## config.mk

```make
export PLATFORM = sky130hd
export DESIGN_NAME = step_chunker
export DESIGN_NICKNAME = d
export VERILOG_FILES = /design/src/rtl/step_chunker_pkg.sv /design/src/rtl/step_chunker_fsm.sv /design/src/rtl/step_chunker.sv
export SDC_FILE = /design/constraint.sdc
export NUM_CORES = 1
export LEC_CHECK = 0
export CELL_PAD_IN_SITES_DETAIL_PLACEMENT = 0
export CELL_PAD_IN_SITES_GLOBAL_PLACEMENT = 2
export CORE_MARGIN = 8
export CORE_UTILIZATION = 27
export CTS_CLUSTER_DIAMETER = 30
export DETAILED_ROUTE_END_ITERATION = 16
export PLACE_DENSITY = 0.85
export SLEW_MARGIN = 10
export SYNTH_ARGS = -nofsm -noshare
export SYNTH_HDL_FRONTEND = slang
export SYNTH_SLANG_ARGS = --single-unit
export TNS_END_PERCENT = 1
```

## constraint.sdc

```tcl
create_clock -name clk -period 2.6 [get_ports clk]
set_input_delay 0.26 -clock clk [delete_from_list [all_inputs] [get_ports clk]]
set_output_delay 0.26 -clock clk [all_outputs]
set_load 0.02 [all_outputs]
```

## src/rtl/step_chunker_pkg.sv

```systemverilog
// Shared types and helpers for the step_chunker axis command stage.
//   step_chunker_state_t : FSM state encoding
//   DIR_POS / DIR_NEG    : levels of the axis direction line
//   max_chunk()          : largest pulse count one downstream chunk can carry
package step_chunker_pkg;

  typedef enum logic [2:0] {
    ST_IDLE,
    ST_SETUP,
    ST_ISSUE,
    ST_WAIT_START,
    ST_WAIT_DONE,
    ST_FINISH
  } step_chunker_state_t;

  localparam logic DIR_POS = 1'b1;
  localparam logic DIR_NEG = 1'b0;

  function automatic int unsigned max_chunk(input int unsigned pulse_num_bits);
    return (32'd1 << pulse_num_bits) - 32'd1;
  endfunction

endpackage

```

## src/rtl/step_chunker_fsm.sv

```systemverilog
// Control FSM of step_chunker: state register plus transitions.
// Optional macro STEP_CHUNKER_DIR_SETUP_EN adds the SETUP state and its
// settle counter between command acceptance and the first chunk.
// Ports:
//   clk, reset      system clock, synchronous active-high reset
//   clk_en_i        logic clock enable, gates every state update
//   cmd_valid_i     command present (only looked at in IDLE)
//   mag_zero_i      magnitude of the presented command is zero
//   rem_zero_i      no steps left after the chunk just completed
//   pg_rdy_i        downstream accepts the trigger
//   pg_done_i       downstream finished / idle
//   state_q_o       current state
//   state_d_o       state after the next clk edge
module step_chunker_fsm
  import step_chunker_pkg::*;
#(
  parameter int DIR_SETUP_TICKS = 4
) (
  input  logic                clk,
  input  logic                reset,
  input  logic                clk_en_i,
  input  logic                cmd_valid_i,
  input  logic                mag_zero_i,
  input  logic                rem_zero_i,
  input  logic                pg_rdy_i,
  input  logic                pg_done_i,
  output step_chunker_state_t state_q_o,
  output step_chunker_state_t state_d_o
);

  step_chunker_state_t state_q, state_d;

`ifdef STEP_CHUNKER_DIR_SETUP_EN
  localparam int CW = (DIR_SETUP_TICKS > 1) ? $clog2(DIR_SETUP_TICKS) : 1;
  // Loaded with TICKS-1 so SETUP lasts exactly DIR_SETUP_TICKS enabled ticks.
  localparam logic [CW-1:0] SETUP_LOAD = CW'((DIR_SETUP_TICKS > 0) ? DIR_SETUP_TICKS - 1 : 0);

  logic [CW-1:0] setup_cnt_q, setup_cnt_d;

  always_ff @(posedge clk) begin
    if (reset) setup_cnt_q <= '0;
    else       setup_cnt_q <= setup_cnt_d;
  end
`else
  // Settle time has no meaning without the SETUP state; nothing to build.
  if (DIR_SETUP_TICKS < 0) begin : g_setup_ticks_unused
  end
`endif

  always_ff @(posedge clk) begin
    if (reset) state_q <= ST_IDLE;
    else       state_q <= state_d;
  end

  always_comb begin
    state_d = state_q;
`ifdef STEP_CHUNKER_DIR_SETUP_EN
    setup_cnt_d = setup_cnt_q;
`endif
    if (clk_en_i) begin
      case (state_q)
        ST_IDLE: begin
          if (cmd_valid_i) begin
            if (mag_zero_i) begin
              state_d = ST_FINISH;
            end else begin
`ifdef STEP_CHUNKER_DIR_SETUP_EN
              if (DIR_SETUP_TICKS > 0) state_d = ST_SETUP;
              else                     state_d = ST_ISSUE;
              setup_cnt_d = SETUP_LOAD;
`else
              state_d = ST_ISSUE;
`endif
            end
          end
        end
`ifdef STEP_CHUNKER_DIR_SETUP_EN
        ST_SETUP: begin
          if (setup_cnt_q == '0) state_d = ST_ISSUE;
          else                   setup_cnt_d = setup_cnt_q - CW'(1);
        end
`endif
        ST_ISSUE:      if (pg_rdy_i)   state_d = ST_WAIT_START;
        // A done left over from the previous chunk (or idle) must drop first.
        ST_WAIT_START: if (!pg_done_i) state_d = ST_WAIT_DONE;
        ST_WAIT_DONE: begin
          if (pg_done_i) begin
            if (rem_zero_i) state_d = ST_FINISH;
            else            state_d = ST_ISSUE;
          end
        end
        ST_FINISH:     state_d = ST_IDLE;
        default:       state_d = ST_IDLE;
      endcase
    end
  end

  assign state_q_o = state_q;
  assign state_d_o = state_d;

endmodule

```

## src/rtl/step_chunker.sv

```systemverilog
// step_chunker: upstream command stage of an axis pulse generator.
// Takes one signed step command, sets the direction line, then feeds the
// magnitude downstream in chunks of at most 2^PULSE_NUM_BITS-1 pulses and
// pulses cmd_done once the last chunk has finished.
// Optional macro STEP_CHUNKER_DIR_SETUP_EN inserts a DIR_SETUP_TICKS settle
// period between acceptance and the first trigger.
// Ports:
//   clk, reset            system clock, synchronous active-high reset
//   clk_en                logic clock enable; all updates gated by it
//   cmd_steps             signed step count, sign selects direction
//   cmd_width             pulse width forwarded to every chunk
//   cmd_valid / cmd_rdy   command handshake
//   cmd_done              one clk_en tick pulse at command completion
//   dir                   1 = positive/zero, 0 = negative
//   pg_pulse_num          chunk size presented downstream
//   pg_pulse_width        latched cmd_width
//   pg_trigger            chunk start request
//   pg_rdy / pg_done      downstream ready / finished
module step_chunker
  import step_chunker_pkg::*;
#(
  parameter int STEP_BITS        = 16,
  parameter int PULSE_NUM_BITS   = 8,
  parameter int PULSE_WIDTH_BITS = 8,
  parameter int DIR_SETUP_TICKS  = 4
) (
  input  logic                        clk,
  input  logic                        reset,
  input  logic                        clk_en,
  input  logic [STEP_BITS-1:0]        cmd_steps,
  input  logic [PULSE_WIDTH_BITS-1:0] cmd_width,
  input  logic                        cmd_valid,
  output logic                        cmd_rdy,
  output logic                        cmd_done,
  output logic                        dir,
  output logic [PULSE_NUM_BITS-1:0]   pg_pulse_num,
  output logic [PULSE_WIDTH_BITS-1:0] pg_pulse_width,
  output logic                        pg_trigger,
  input  logic                        pg_rdy,
  input  logic                        pg_done
);

  localparam logic [STEP_BITS-1:0] MAX_CHUNK = STEP_BITS'(max_chunk(PULSE_NUM_BITS));

  step_chunker_state_t state_q, state_d;

  logic [STEP_BITS-1:0]        mag, chunk_src;
  logic [STEP_BITS-1:0]        rem_q, rem_d;
  logic [PULSE_NUM_BITS-1:0]   num_q, num_d, chunk_num;
  logic [PULSE_WIDTH_BITS-1:0] width_q, width_d;
  logic                        dir_q, dir_d;
  logic                        accept, enter_issue, chunk_taken;

  // Two's-complement negate read as unsigned: the most negative command
  // maps to 2^(STEP_BITS-1), which still fits in STEP_BITS bits.
  assign mag = cmd_steps[STEP_BITS-1] ? (~cmd_steps + STEP_BITS'(1)) : cmd_steps;

  assign accept      = clk_en & cmd_valid & (state_q == ST_IDLE);
  assign chunk_taken = clk_en & pg_rdy & (state_q == ST_ISSUE);
  assign enter_issue = clk_en & (state_d == ST_ISSUE) & (state_q != ST_ISSUE);

  // Entering ISSUE straight from IDLE happens before remaining is loaded,
  // so the chunk is cut from the incoming magnitude in that case.
  assign chunk_src = (state_q == ST_IDLE) ? mag : rem_q;
  assign chunk_num = (chunk_src > MAX_CHUNK) ? MAX_CHUNK[PULSE_NUM_BITS-1:0]
                                             : chunk_src[PULSE_NUM_BITS-1:0];

  step_chunker_fsm #(
    .DIR_SETUP_TICKS (DIR_SETUP_TICKS)
  ) u_fsm (
    .clk         (clk),
    .reset       (reset),
    .clk_en_i    (clk_en),
    .cmd_valid_i (cmd_valid),
    .mag_zero_i  (mag == '0),
    .rem_zero_i  (rem_q == '0),
    .pg_rdy_i    (pg_rdy),
    .pg_done_i   (pg_done),
    .state_q_o   (state_q),
    .state_d_o   (state_d)
  );

  always_comb begin
    rem_d   = rem_q;
    num_d   = num_q;
    width_d = width_q;
    dir_d   = dir_q;
    if (accept) begin
      rem_d   = mag;
      dir_d   = ~cmd_steps[STEP_BITS-1];
      width_d = cmd_width;
    end
    if (chunk_taken) rem_d = rem_q - STEP_BITS'(num_q);
    if (enter_issue) num_d = chunk_num;
  end

  always_ff @(posedge clk) begin
    if (reset) begin
      rem_q   <= '0;
      num_q   <= '0;
      width_q <= '0;
      dir_q   <= DIR_POS;
    end else begin
      rem_q   <= rem_d;
      num_q   <= num_d;
      width_q <= width_d;
      dir_q   <= dir_d;
    end
  end

  assign cmd_rdy        = (state_q == ST_IDLE);
  assign cmd_done       = (state_q == ST_FINISH);
  assign pg_trigger     = (state_q == ST_ISSUE);
  assign dir            = dir_q;
  assign pg_pulse_num   = num_q;
  assign pg_pulse_width = width_q;

endmodule
```

==> impl_results.md, run 1 <==
* Min-delay src: pg_pulse_width[3]
* Fin. Hold Viols at 0
* Max cap viols at 0
* Pin count of the biggest net entering global routing at 32
* IO Port Bufs at 49
* DP Area at 0.003665 mm²
* Largest delay share family, worst path: simple AND/OR/NAND/NOR gates
* Die Y at 114.5 µm
* Setup WS post-layout at 0.1122 ns
* Starting Density at 27.32%
* GRT overflow at 0
* Slew Viols, Final at 0
* Clock Path Buffers at 2
* Unique masters post-synth at 59
* Worst VDD drop at 0.1842 mV
* CTS Sinks at 36
* Hold-fix buffers, CTS at 0
* Crit. End Element: register
* Die width at 114.5 µm
* Row count at 36
* # diodes at 0
* DP Worst Slack at -0.3565 ns
* Leading cell types in the layout, fill and taps excluded: buf_4 (57), nand2_1 (45), clkdlybuf4s50_1 (45)
* Crit-path max FO at 8
* Final setup violation count at 0
* Arrival time at the worst endpoint at 2.70 ns
* Final Core Density at 40.04%
* CP most frequent cell: a211oi_2
* FF+latch count, synth at 36
* DRC violations left at 0
* Min-Delay Endpoint: pg_pulse_width[3]
* Slowest stage delay, CP at 0.50 ns
* Wire length per cell at 14.21 µm
* Syn_area_per_cell at 7.642 µm²
* Outcome: finished, final reports clean
* Die area at 0.01312 mm²
* Total GRT Usage at 12.37%
* Critical R2R Capture: rem_q[11]
* Layout cells sized above 1 at 22.90%
* Final HPWL DP at 6.354 mm
* Non-Filler Instances at 574
* Ys async rst share at 0%
* Finished Cell Area at 0.003841 mm²
* # nets final at 480
* CP startpoint kind: input port
* GP Congestion at 0.8488
* Post-synth EDFFs at 0
* R2r setup slk at 0.23 ns
* Worst EP required at 2.81 ns
* Mapped Cells at 343
* Vias/cell at 4.840
* Reg-to-Reg Start: pg_pulse_num[1]
* Final ANT Viol Nets at 0
* TritonCTS buffer count at 5
* Syn nets at 383
* Worst-margin pin slew at 0.6251 ns
* Commonest non-fill, non-tap cell in the layout: buf_4
* Boundary Pins at 50
* H-tree levels at 2
* Post-placement cell count at 565
* Core area at 0.009594 mm²
* Hold crit path type: register to register
* Drt first pass iters at 4
* Final Power at 1.827 mW
* Mapped cell area at 0.002621 mm²
* Final wirelength at 8.158 mm
* Clock Latency Late Sink at 0.29 ns
* Period utilization at 95.68%
* Cells on worst reg2reg path at 11
* Ys flop type: dfxtp_1
* Hold-critical path depth at 2
* Slowest cell on the critical path: or4_4
* Minimum clock period at 2.488 ns
* Worst Skew at 0.005750 ns
* Setup CP Type: input port to register
* Area grow syn2layout at 46.54%
* Reg clk slew, reported paths at 0.07 ns
* First-pass GRT wire length at 13.29 mm
* Pwr Density at 475.8 mW/mm²
* Synthesis Warnings at 0
* Worst slew margin at 58.18%
* Initial antenna violation count at 0
* LEAKAGE at 1.524 nW
* CTS tree: done
* Sequential share of the synthesized area at 27.49%
* Crit-path cells: clkdlybuf4s50_1, or4_4, o41ai_4, xnor2_2, a211oi_2, and4_4, a311oi_4, nor2b_4, buf_12, a211oi_2
* Drt initial violations at 138
* Vias in the first global route at 2792
* Clk root buf: clkbuf_8
* Fmax at 402.0 MHz
* DR vias at 2778
* WP buf/inv at 2
what timing repair did:
item / CTS / global route
setup buffers: 0 / 1
setup endpoints to repair: 12 / 18
pin swaps: 1 / 9
gates resized for setup: 5 / 17
cells in the mapped netlist (2+ instances only):
library cell  count  area [µm²]
a21boi_0          3       22.52
nand3_1           6       30.03
o211ai_1          2       15.01
a31oi_1           7       43.79
mux2i_1           7       70.07
a211oi_2          8       100.1
nor2b_1           5       31.28
or2_2             4       25.02
nand4_1           4       25.02
xor2_1            7       61.31
o31a_1            2       17.52
ha_1              9       112.6
o21ai_0          16       80.08
o22ai_1           2       12.51
and3_1            2       12.51
or4_1             2       15.01
or3b_2            2       17.52
o31ai_1           2       15.01
a221oi_1          3       26.28
nand2_1          45       168.9
buf_2             3       15.01
a211oi_1          8       60.06
a21oi_1          27       135.1
or3_1             3       18.77
o21a_1            2       15.01
o41ai_1           2       17.52
nor3_1            9       45.04
nor2_1           41       153.9
nor4_1            6       37.54
nand2b_1          4       25.02
xnor2_1          10       87.58
inv_1            15       56.30
clkbuf_1         14       52.55
dfxtp_1          36       720.7
area by class of cell:
class	instances	area, µm²
fill	997	5753
multi-input combinational	273	1827
timing repair buffer	109	979.7
sequential	36	721.9
tap	133	166.4
clock buffer	8	90.09
inverter	15	56.30
flip-flops by register name (all words and copies together), names as in the netlist:
| name | flops |
|---|---|
| pg_pulse_num | 8 |
| rem_q | 16 |
| u_fsm.state_q_o | 3 |
| dir | 1 |
| pg_pulse_width | 8 |
power by group:
part	leakage (nW)	total (mW)	switching [mW]	internal, mW
Sequential	0.296	0.635	0.0397	0.595
Combinational	1.18	0.773	0.386	0.387
Clock	0.0455	0.420	0.204	0.216
worst max-delay path by stage:
stage	start	to	slack [ns]	depth (start not counted)
after detailed placement	cmd_steps[2]	pg_pulse_num[6]	-0.36	10
after global placement	cmd_steps[2]	pg_pulse_num[6]	-0.28	10
after CTS	cmd_steps[7]	pg_pulse_num[6]	0.009	10
after floorplan	cmd_steps[8]	pg_pulse_num[5]	0.05	10
after global routing	cmd_steps[2]	pg_pulse_num[2]	-0.007	12
final	cmd_steps[7]	pg_pulse_num[2]	0.11	10
stage by stage:
| stage | setup TNS, ns | hold slack, ns |
|---|---|---|
| CTS | 0 | 0.4571 |
| global route | -0.01326 | 0.4833 |
| finish | 0 | 0.4563 |
| floorplan | 0 | 0.3960 |
| global placement | -2.793 | 0.4417 |
| detailed placement | -3.492 | 0.4465 |
worst min-delay path, stage by stage (launching register included):
cell and delay (ns):
dfxtp_1 0.31, nand2_1 0.05, a21oi_1 0.05
kinds of logic (layout without fill, tap and decap cells):
logic type | count (synthesis) | in the layout | synth area share [%]
buffers and inverters | 34 | 132 | 5.441
XOR/XNOR | 17 | 17 | 5.680
adder cells (fa/ha/maj) | 10 | 10 | 5.060
multiplexers | 8 | 8 | 3.103
AND/OR/NAND/NOR | 141 | 141 | 26.01
flip-flops | 36 | 36 | 27.49
AO/OA/AOI/OAI | 97 | 97 | 27.21
routing by layer:
| layer | up-vias | GRT usage (%) | routed length, µm |
|---|---|---|---|
| li1 | 1431 | - | - |
| met1 | 1281 | 15.96 | 3868 |
| met2 | 58 | 20.93 | 3862 |
| met3 | 8 | 1.582 | 335 |
| met4 | 0 | 3.549 | 91 |
| met5 | - | 0 | 0 |
Power figures use the tool's default switching activity.
==> inputs of run 2 (changes only) <==
--- a/config.mk
+++ b/config.mk
@@ -9,11 +9,12 @@
 export CELL_PAD_IN_SITES_GLOBAL_PLACEMENT = 2
 export CORE_MARGIN = 8
 export CORE_UTILIZATION = 27
-export CTS_CLUSTER_DIAMETER = 30
+export CTS_CLUSTER_DIAMETER = 120
 export DETAILED_ROUTE_END_ITERATION = 16
+export MAX_ROUTING_LAYER = met4
 export PLACE_DENSITY = 0.85
 export SLEW_MARGIN = 10
 export SYNTH_ARGS = -nofsm -noshare
 export SYNTH_HDL_FRONTEND = slang
 export SYNTH_SLANG_ARGS = --single-unit
-export TNS_END_PERCENT = 1
+export TNS_END_PERCENT = 20
==> run 2 against run 1 <==
Design area increased by 0.36%. Die area unchanged. Flip-flop and latch count unchanged. Utilization increased by 0.14 points. Total power increased by 0.31%. Critical endpoint is now pg_pulse_num[6]. Fmax increased by 0.41%. Clock power increased by 1%. Critical path depth unchanged.
==> impl_results.md, run 2 (synthesized netlist as in run 1, its figures left out) <==
* Starting Density at 27.32% (unchanged)
* Period utilization at 95.30% (-0.39 points)
* Crit-path cells: clkdlybuf4s50_1, or4_4, o41ai_4, xnor2_2, a211oi_2, and4_4, a311oi_4, nor2b_4, buf_12, a211oi_2
* Vias in the first global route at 2782 (-0.36%)
* Worst-margin pin slew at 0.6200 ns (-0.005042 ns)
* Final wirelength at 8.212 mm (+0.66%)
* LEAKAGE at 1.544 nW (+1.3%)
* Outcome: finished, final reports clean
* Area grow syn2layout at 47.06%
* Reg clk slew, reported paths at 0.08 ns (about the same)
* Clock Latency Late Sink at 0.29 ns (about the same)
* Slew Viols, Final at 0 (unchanged)
* Core area at 0.009594 mm² (unchanged)
* First-pass GRT wire length at 13.32 mm (+0.26%)
* Minimum clock period at 2.478 ns (-0.01006 ns)
* # diodes at 0 (unchanged)
* Layout cells sized above 1 at 23.13% (+0.23 points)
* Total GRT Usage at 12.72% (+0.35 points)
* Worst slew margin at 58.51% (+0.34 points)
* Initial antenna violation count at 0 (unchanged)
* CTS Sinks at 36 (unchanged)
* Final HPWL DP at 6.354 mm (unchanged)
* DRC violations left at 0 (unchanged)
* Setup WS post-layout at 0.1223 ns (+0.01006 ns)
* Worst EP required at 2.77 ns (-0.04 ns)
* Commonest non-fill, non-tap cell in the layout: buf_4
* Die area at 0.01312 mm² (unchanged)
* Final Power at 1.833 mW (+0.31%)
* DP Worst Slack at -0.3565 ns (unchanged)
* H-tree levels at 2 (unchanged)
* Wire length per cell at 14.31 µm (+0.66%)
* Final ANT Viol Nets at 0 (unchanged)
* Drt initial violations at 137 (-0.72%)
* CP most frequent cell: a211oi_2
* Worst VDD drop at 0.1845 mV (+0.17%)
* DR vias at 2786 (+0.29%)
* Max cap viols at 0 (unchanged)
* Row count at 36 (unchanged)
* Slowest stage delay, CP at 0.50 ns (about the same)
* Hold crit path type: input port to register
* CTS tree: done
* Clk root buf: clkbuf_8
* Vias/cell at 4.854 (+0.29%)
* RSZ-0062 raised after global routing: no
* Area of the multi-input gates at 0.001828 mm² (about the same)
* Clock Path Buffers at 2 (unchanged)
* GRT overflow at 0 (unchanged)
* Max reg flops at 16 (unchanged)
* Crit-path max FO at 8 (unchanged)
* Die width at 114.5 µm (unchanged)
* Die Y at 114.5 µm (unchanged)
* Boundary Pins at 50 (unchanged)
* Final setup violation count at 0 (unchanged)
* Reg with most FFs: rem_q
* Setup CP Type: input port to register
* Worst Skew at 0.004754 ns (-0.0009967 ns)
* # nets final at 480 (unchanged)
* Drt first pass iters at 4 (unchanged)
* IO Port Bufs at 49 (unchanged)
* GP Congestion at 0.8621 (+1.6%)
* Pin count of the biggest net entering global routing at 32 (unchanged)
* Setup TNS at 0 ns (unchanged)
* Leading cell types in the layout, fill and taps excluded: buf_4 (55), nand2_1 (45), clkdlybuf4s50_1 (43)
* TritonCTS buffer count at 5 (unchanged)
* Hold-fix buffers, CTS at 0 (unchanged)
* Pwr Density at 475.5 mW/mm² (about the same)
* Fin. Hold Viols at 0 (unchanged)
* CP startpoint kind: input port
* Slowest cell on the critical path: or4_4
* Arrival time at the worst endpoint at 2.64 ns (-0.06 ns)
* Filler cell count at 996 (-0.10%)
* Crit. End Element: register
* Fmax at 403.6 MHz (+0.41%)
* FF/Latch Area at 721.9 µm² (unchanged)
[run 2: cell count changes in the layout (fill, tap and decap cells not counted), sizes merged]
| cell | change |
|---|---|
| clkdlybuf4s50 | -2 |
| dlymetal6s2s | +2 |
[run 2: area by class of cell]
class,count,share of cell area [%]
Inverter,15,1.461
Tap cell,133,4.317
Timing Repair Buffer,109,25.74
Sequential cell,36,18.73
Clock buffer,8,2.337
Multi-Input combinational cell,273,47.42
[run 2: timing repair]
item	4_1_cts	5_1_grt
gates resized for setup	5	22
pin swaps	1	13
endpoints found under the hold margin	0	0
buffers inserted	0	1
setup endpoints to repair	12	18
[run 2: path summary, 6_finish.rpt]
| kind | start | endpoint | slack (ns) | cells after the start |
|---|---|---|---|---|
| setup / recovery | cmd_steps[7] | pg_pulse_num[6] | 0.12 | 10 |
| hold / removal | cmd_steps[0] | rem_q[0] | 0.39 | 4 |
| setup reg to reg | pg_pulse_num[1] | rem_q[11] | 0.21 | 11 |
| hold reg to reg | pg_pulse_width[3] | pg_pulse_width[3] | 0.46 | 2 |
[run 2: metal layers]
layer / share of wire, % / GRT usage, % / vias to the layer above
met3: 3.7 / 1.371 / 11
met2: 47 / 20.93 / 70
li1: - / - / 1433
met4: 1.4 / 3.549 / 0
met1: 48 / 16.12 / 1272
met5: 0 / - / -
[run 2: critical path, delay by kind of cell]
kind / cells / cell delay, ns
AND/OR/NAND/NOR: 3 / 0.92
AO/OA/AOI/OAI: 4 / 0.72
buffers and inverters: 2 / 0.55
XOR/XNOR: 1 / 0.18
[run 2: power by group]
group	switching [mW]	leakage (nW)	internal, mW	total [mW]
Clock	0.208	0.0455	0.217	0.425
Combinational	0.387	1.20	0.387	0.774
Sequential	0.0396	0.296	0.595	0.635
[run 2: per-stage QoR]
| stage | hold slack, ns | cell area (µm²) | utilization (%) | instances |
|---|---|---|---|---|
| floorplan | 0.3960 | 2621 | - | 343 |
| global placement | 0.4417 | 3665 | 38.20 | 565 |
| detailed placement | 0.4465 | 3665 | 38.20 | 565 |
| CTS | 0.4571 | 3771 | 39.31 | 573 |
| global route | 0.4396 | 3855 | 40.18 | 574 |
| finish | 0.3946 | 3855 | 40.18 | 574 |
==> inputs of run 3 (changes only) <==
--- a/config.mk
+++ b/config.mk
@@ -12,7 +12,7 @@
 export CTS_CLUSTER_DIAMETER = 120
 export DETAILED_ROUTE_END_ITERATION = 16
 export MAX_ROUTING_LAYER = met4
-export PLACE_DENSITY = 0.85
+export PLACE_DENSITY_LB_ADDON = 0.1
 export SLEW_MARGIN = 10
 export SYNTH_ARGS = -nofsm -noshare
 export SYNTH_HDL_FRONTEND = slang
==> run 3 against run 2 <==
Sequential share of layout area decreased by 0.34 points. Highest routed layer unchanged. Sequential power hardly changed. Utilization up 0.96 points. Clock skew is 0.0012 ns lower. Worst setup slack got worse by 0.048 ns. Clock-buffer cell count is 1 lower. Critical path depth stayed put. Non-clock buffer count grew 6.
==> impl_results.md, run 3 (synthesized netlist as in run 1, its figures left out) <==
* Clock power share at 23.5% (+0.3 points)
* Vias in the first global route at 2761 (-0.75%)
* Combinational group share of total power at 43.0% (+0.8 points)
* Outcome: finished, final reports clean
* Setup TNS at 0 ns (unchanged)
* Reg power frac at 33.5% (-1.1 points)
* Setup WS post-layout at 0.07456 ns (-0.04774 ns)
* Final HPWL DP at 6.647 mm (+4.6%)
* Final wirelength at 8.799 mm (+7.1%)
* Total GRT Usage at 13.99% (+1.3 points)
* Worst slew margin at 56.48% (-2.0 points)
* Clock Path Buffers at 2 (unchanged)
* DRC violations left at 0 (unchanged)
* Row count at 36 (unchanged)
* Hold crit path type: input port to register
* Leading cell types in the layout, fill and taps excluded: buf_4 (63), nand2_1 (45), clkdlybuf4s50_1 (43)
* Minimum clock period at 2.525 ns (+0.04774 ns)
* Initial antenna violation count at 0 (unchanged)
* Reg with most FFs: rem_q
* H-tree levels at 2 (unchanged)
* Die area at 0.01312 mm² (unchanged)
* Slew Viols, Final at 0 (unchanged)
* Switch Pwr at 649.7 µW (+2.4%)
* Hold-fix buffers, CTS at 0 (unchanged)
* Layout cells sized above 1 at 25.78% (+2.7 points)
* Max cap viols at 0 (unchanged)
* Pin count of the biggest net entering global routing at 25 (-22%)
* TritonCTS buffer count at 5 (unchanged)
* Core area at 0.009594 mm² (unchanged)
* Worst-margin pin slew at 0.6504 ns (+0.03037 ns)
* Final Core Density at 41.14% (+0.96 points)
* GRT overflow at 0 (unchanged)
* CP startpoint kind: input port
* Crit. End Element: register
* Die Y at 114.5 µm (unchanged)
* Commonest non-fill, non-tap cell in the layout: buf_4
* Arrival time at the worst endpoint at 2.70 ns (+0.06 ns)
* Period utilization at 97.13% (+1.8 points)
* Setup CP Type: input port to register
* Worst Skew at 0.003514 ns (-0.001240 ns)
* Clock Latency Late Sink at 0.29 ns (about the same)
* Area grow syn2layout at 50.60%
* CTS Sinks at 36 (unchanged)
* # nets final at 486 (+1.3%)
* Non-Filler Instances at 579 (+0.87%)
* DR vias at 2776 (-0.36%)
* Reg clk slew, reported paths at 0.07 ns (about the same)
* Worst EP required at 2.77 ns (about the same)
* Final setup violation count at 0 (unchanged)
* Wire length per cell at 15.20 µm (+6.2%)
* Max reg flops at 16 (unchanged)
* First-pass GRT wire length at 14.25 mm (+6.9%)
* Final ANT Viol Nets at 0 (unchanged)
* Pwr Density at 478.9 mW/mm² (+0.71%)
* Die width at 114.5 µm (unchanged)
* Drt first pass iters at 6 (+2)
* Drt initial violations at 136 (-0.73%)
* Fmax at 396.0 MHz (-1.9%)
* # diodes at 0 (unchanged)
* RSZ-0062 raised after global routing: yes
* Worst VDD drop at 0.1867 mV (+1.2%)
* Clk root buf: clkbuf_8
* Vias/cell at 4.794 (-1.2%)
* Switch share at 34.37% (-0.24 points)
* Int Pwr at 1.241 mW (+3.5%)
* Starting Density at 27.32% (unchanged)
* GP Congestion at 0.7753 (-10%)
* IO Port Bufs at 49 (unchanged)
* Post-placement cell count at 564 (-0.18%)
* Fin. Hold Viols at 0 (unchanged)
* Crit-path max FO at 8 (unchanged)
* LEAKAGE at 1.591 nW (+3.0%)
* Boundary Pins at 50 (unchanged)
* DP Worst Slack at -0.3960 ns (-0.03948 ns)
* CTS tree: done
[run 3: cell count changes in the layout (fill, tap and decap cells not counted), moves of 2 or more]
cell	delta
buf_4	+8
nor3_4	+2
nor3_2	-2
buf_6	-2
clkbuf_1	-2
[run 3: layer usage]
layer  wire length, µm  global-route usage, %  share of wire [%]
met3               358                  2.268                4.1
met1              4493                  19.13                 51
met4               108                  3.461                1.2
met2              3838                  20.85                 44
met5                 0                      -                  0
[run 3: worst paths after layout]
kind                  endpoint         startpoint  cells after the start  slack, ns
max            pg_pulse_num[1]       cmd_steps[3]                     10       0.07
min                   rem_q[0]       cmd_steps[0]                      4       0.41
max reg2reg          rem_q[14]           rem_q[0]                     12       0.16
min reg2reg  pg_pulse_width[5]  pg_pulse_width[5]                      2       0.46
[run 3: area by class of cell]
type	instances	area (µm²)
repair buffers	115	1030
inverters	15	56.30
flip-flops and latches	36	725.7
multi-input cells	273	1873
clock buffers	7	96.34
fillers	1033	5647
well taps	133	166.4
[run 3: metrics by stage]
step	power, mW	hold slack, ns	cell area, µm²
floorplan	1.060	0.3960	2621
global placement	1.410	0.4432	3657
detailed placement	1.414	0.4482	3657
CTS	1.889	0.4590	3811
global route	2.028	0.4296	3948
finish	1.891	0.4140	3948
[run 3: power by group through the flow]
stage          sequential [mW]  combinational [mW]  clock [mW]
2_1_floorplan            0.663               0.397           0
3_3_place_gp             0.645               0.765           0
3_5_place_dp             0.645               0.769           0
4_1_cts                  0.632               0.790       0.467
5_1_grt                  0.640               0.904       0.485
6_report                 0.634               0.813       0.444
[run 3: worst max-delay path, cell delays in order]
cell             delay, ns
clkdlybuf4s50_1       0.42
or4_4                 0.59
nor3_4                0.17
mux2i_1               0.25
o32ai_2               0.11
and4_4                0.20
a311oi_4              0.28
nor2b_4               0.21
buf_12                0.14
a211oi_2              0.06
[run 3: timing repair]
item,CTS,global route
endpoints found under the setup margin,14,19
buffers inserted,6,2
gates cloned,0,0
gates resized for setup,6,29
pin swaps,4,4
==> edit, RTL diff (flow settings as in run 2) <==
Change the parameter `PULSE_WIDTH_BITS` from 8 to 12.
--- a/src/rtl/step_chunker.sv
+++ b/src/rtl/step_chunker.sv
@@ -21,7 +21,7 @@
 #(
   parameter int STEP_BITS        = 16,
   parameter int PULSE_NUM_BITS   = 8,
-  parameter int PULSE_WIDTH_BITS = 8,
+  parameter int PULSE_WIDTH_BITS = 12,
   parameter int DIR_SETUP_TICKS  = 4
 ) (
   input  logic                        clk,
Ports: changed (resized cmd_width and pg_pulse_width); port bits go from 50 to 58. The function was not compared with the original's and may differ.
==> edit against run 2 <==
  * Worst setup slack got worse by 0.010 ns
  * Die area increased by 2.2%
  * Sequential share of layout area up 0.99 points
  * Hold slack better by 0.062 ns
  * Design area rose by 5.4%
  * Via count increased by 10%
  * Global-route usage up 1.4 points
  * Power up 8.1%
  * Sequential cell count is 4 higher
  * Wire length grew 12%
  * Synthesized area grew 2.6%
  * Sequential power rose by 9.8%
  * Register-to-register slack lost 0.08 ns
  * Critical path type unchanged
  * Highest routed layer unchanged
==> edit: results (changes against run 2) <==
metric,value,unit,change
status,finished clean,,
drt-initial-drc-count,135,,-1.5%
avgSynthCellArea,7.47,um2,-2.3%
grt_pass1_vias,3021,,+8.6%
min_from,pg_pulse_width[7],,
vias,3076,,+10%
met1_length,4370,um,+11%
seq_area_frac_synth,29.8,%,+2.3 points
ys_types,51,,-14%
synth_nets,404,,+5.5%
holdPathEnd,pg_pulse_width[7],,
post_drt_via_cell_ratio,5.08,,+4.8%
p_leak,1.62,nW,+5.2%
grt_pass1_wl,14900,um,+12%
reg2reg_slack,0.13,ns,-0.08 ns
dp_cells,580,,+2.7%
met3_usage,1.35,%,-0.016 points
arrival,2.71,ns,+0.07 ns
grt_max_degree,30,,-6.3%
fin_worst_skew,0.00980,ns,+0.00505 ns
met3WireLength,275,um,-8.6%
nets,515,,+7.3%
gp_congestion,0.895,,+3.8%
final_layout_size_suffix_gt1_share,20.8,%,-2.4 points
power.density,488,mW/mm2,+2.6%
dpl.hpwl,6910,um,+8.7%
r2r_start,rem_q[0],,
cp_max_fo,5,,-3
r2r-end,rem_q[14],,
hold-path-cell-count,2,,-2
met2_length,4510,um,+17%
slowest_delay,0.57,ns,+0.07 ns
switching_share,33.8,%,-0.76 points
final.fill_count,1051,,+5.5%
hp-class,register to register,,
postCtsSetupRepairBufs,11,,+11
grt_usage,14.1,%,+1.4 points
tightest_slew,0.563,ns,-0.0567 ns
pwr-share-seq,35.2,%,+0.6 points
use_met2,23.0,%,+2.0 points
synth_commonest_cells,"a21oi_1, nand2_1, dfxtp_1",,
wl_per_cell,15.3,um,+6.7%
grt.met1_usage,18.1,%,+2.0 points
vdd_ir_drop_max,0.213,mV,+15%
fin_hold_ws,0.457,ns,+0.0621 ns
-- edit: cell count changes after synthesis, sizes merged, moves of 5 or more --
cell    change
a211oi     -11
o21ai       +8
a31oi       -5
clkbuf      +5
nor2       -22
or3         +9
a21oi      +20
-- edit: worst register-to-register path: stages, from the launching register on --
cell,delay (ns)
dfxtp_1,0.34
inv_1,0.08
ha_1,0.18
fa_1,0.21
nand2b_1,0.11
a21oi_1,0.11
o21ai_1,0.15
a21oi_1,0.08
buf_4,0.16
or3_1,0.34
o311a_1,0.34
o31a_1,0.27
-- edit: worst max-delay path by stage --
stage,slack [ns],endpoint,start,depth (start not counted)
final,0.11,pg_pulse_num[1],cmd_steps[7],9
after global routing,-0.01,pg_pulse_num[2],cmd_steps[6],10
after CTS,-0.004,pg_pulse_num[1],cmd_steps[7],9
after detailed placement,-0.44,u_fsm.state_q_o[2],cmd_steps[3],8
after global placement,-0.37,u_fsm.state_q_o[2],cmd_steps[3],8
after floorplan,0.08,pg_pulse_num[0],cmd_steps[3],8
-- edit: area by class of cell --
cell class                 count  area share, %
timing repair buffer         124           27.0
multi-input combinational    283           45.0
clock buffer                   6           1.79
inverter                      17           1.57
clock inverter                 2          0.863
sequential                    40           19.7
tap                          133           4.10
-- edit: logic make-up after synthesis --
kind of cell    after synthesis  share of synthesized area (%)
compound gates              120                           27.8
xor+xnor                     14                           4.56
fa+ha+maj                    10                           4.93
buf+inv                      37                           5.21
flops                        40                           29.8
mux                           4                           1.49
simple gates                135                           26.2
-- edit: metrics by stage --
step	area [um2]	setup TNS, ns	setup slack [ns]
global placement	3740	-3.87	-0.375
CTS	4000	-0.00369	-0.00369
floorplan	2690	0	0.0787
detailed placement	3740	-4.68	-0.443
finish	4060	0	0.112
global route	4060	-0.0306	-0.0147
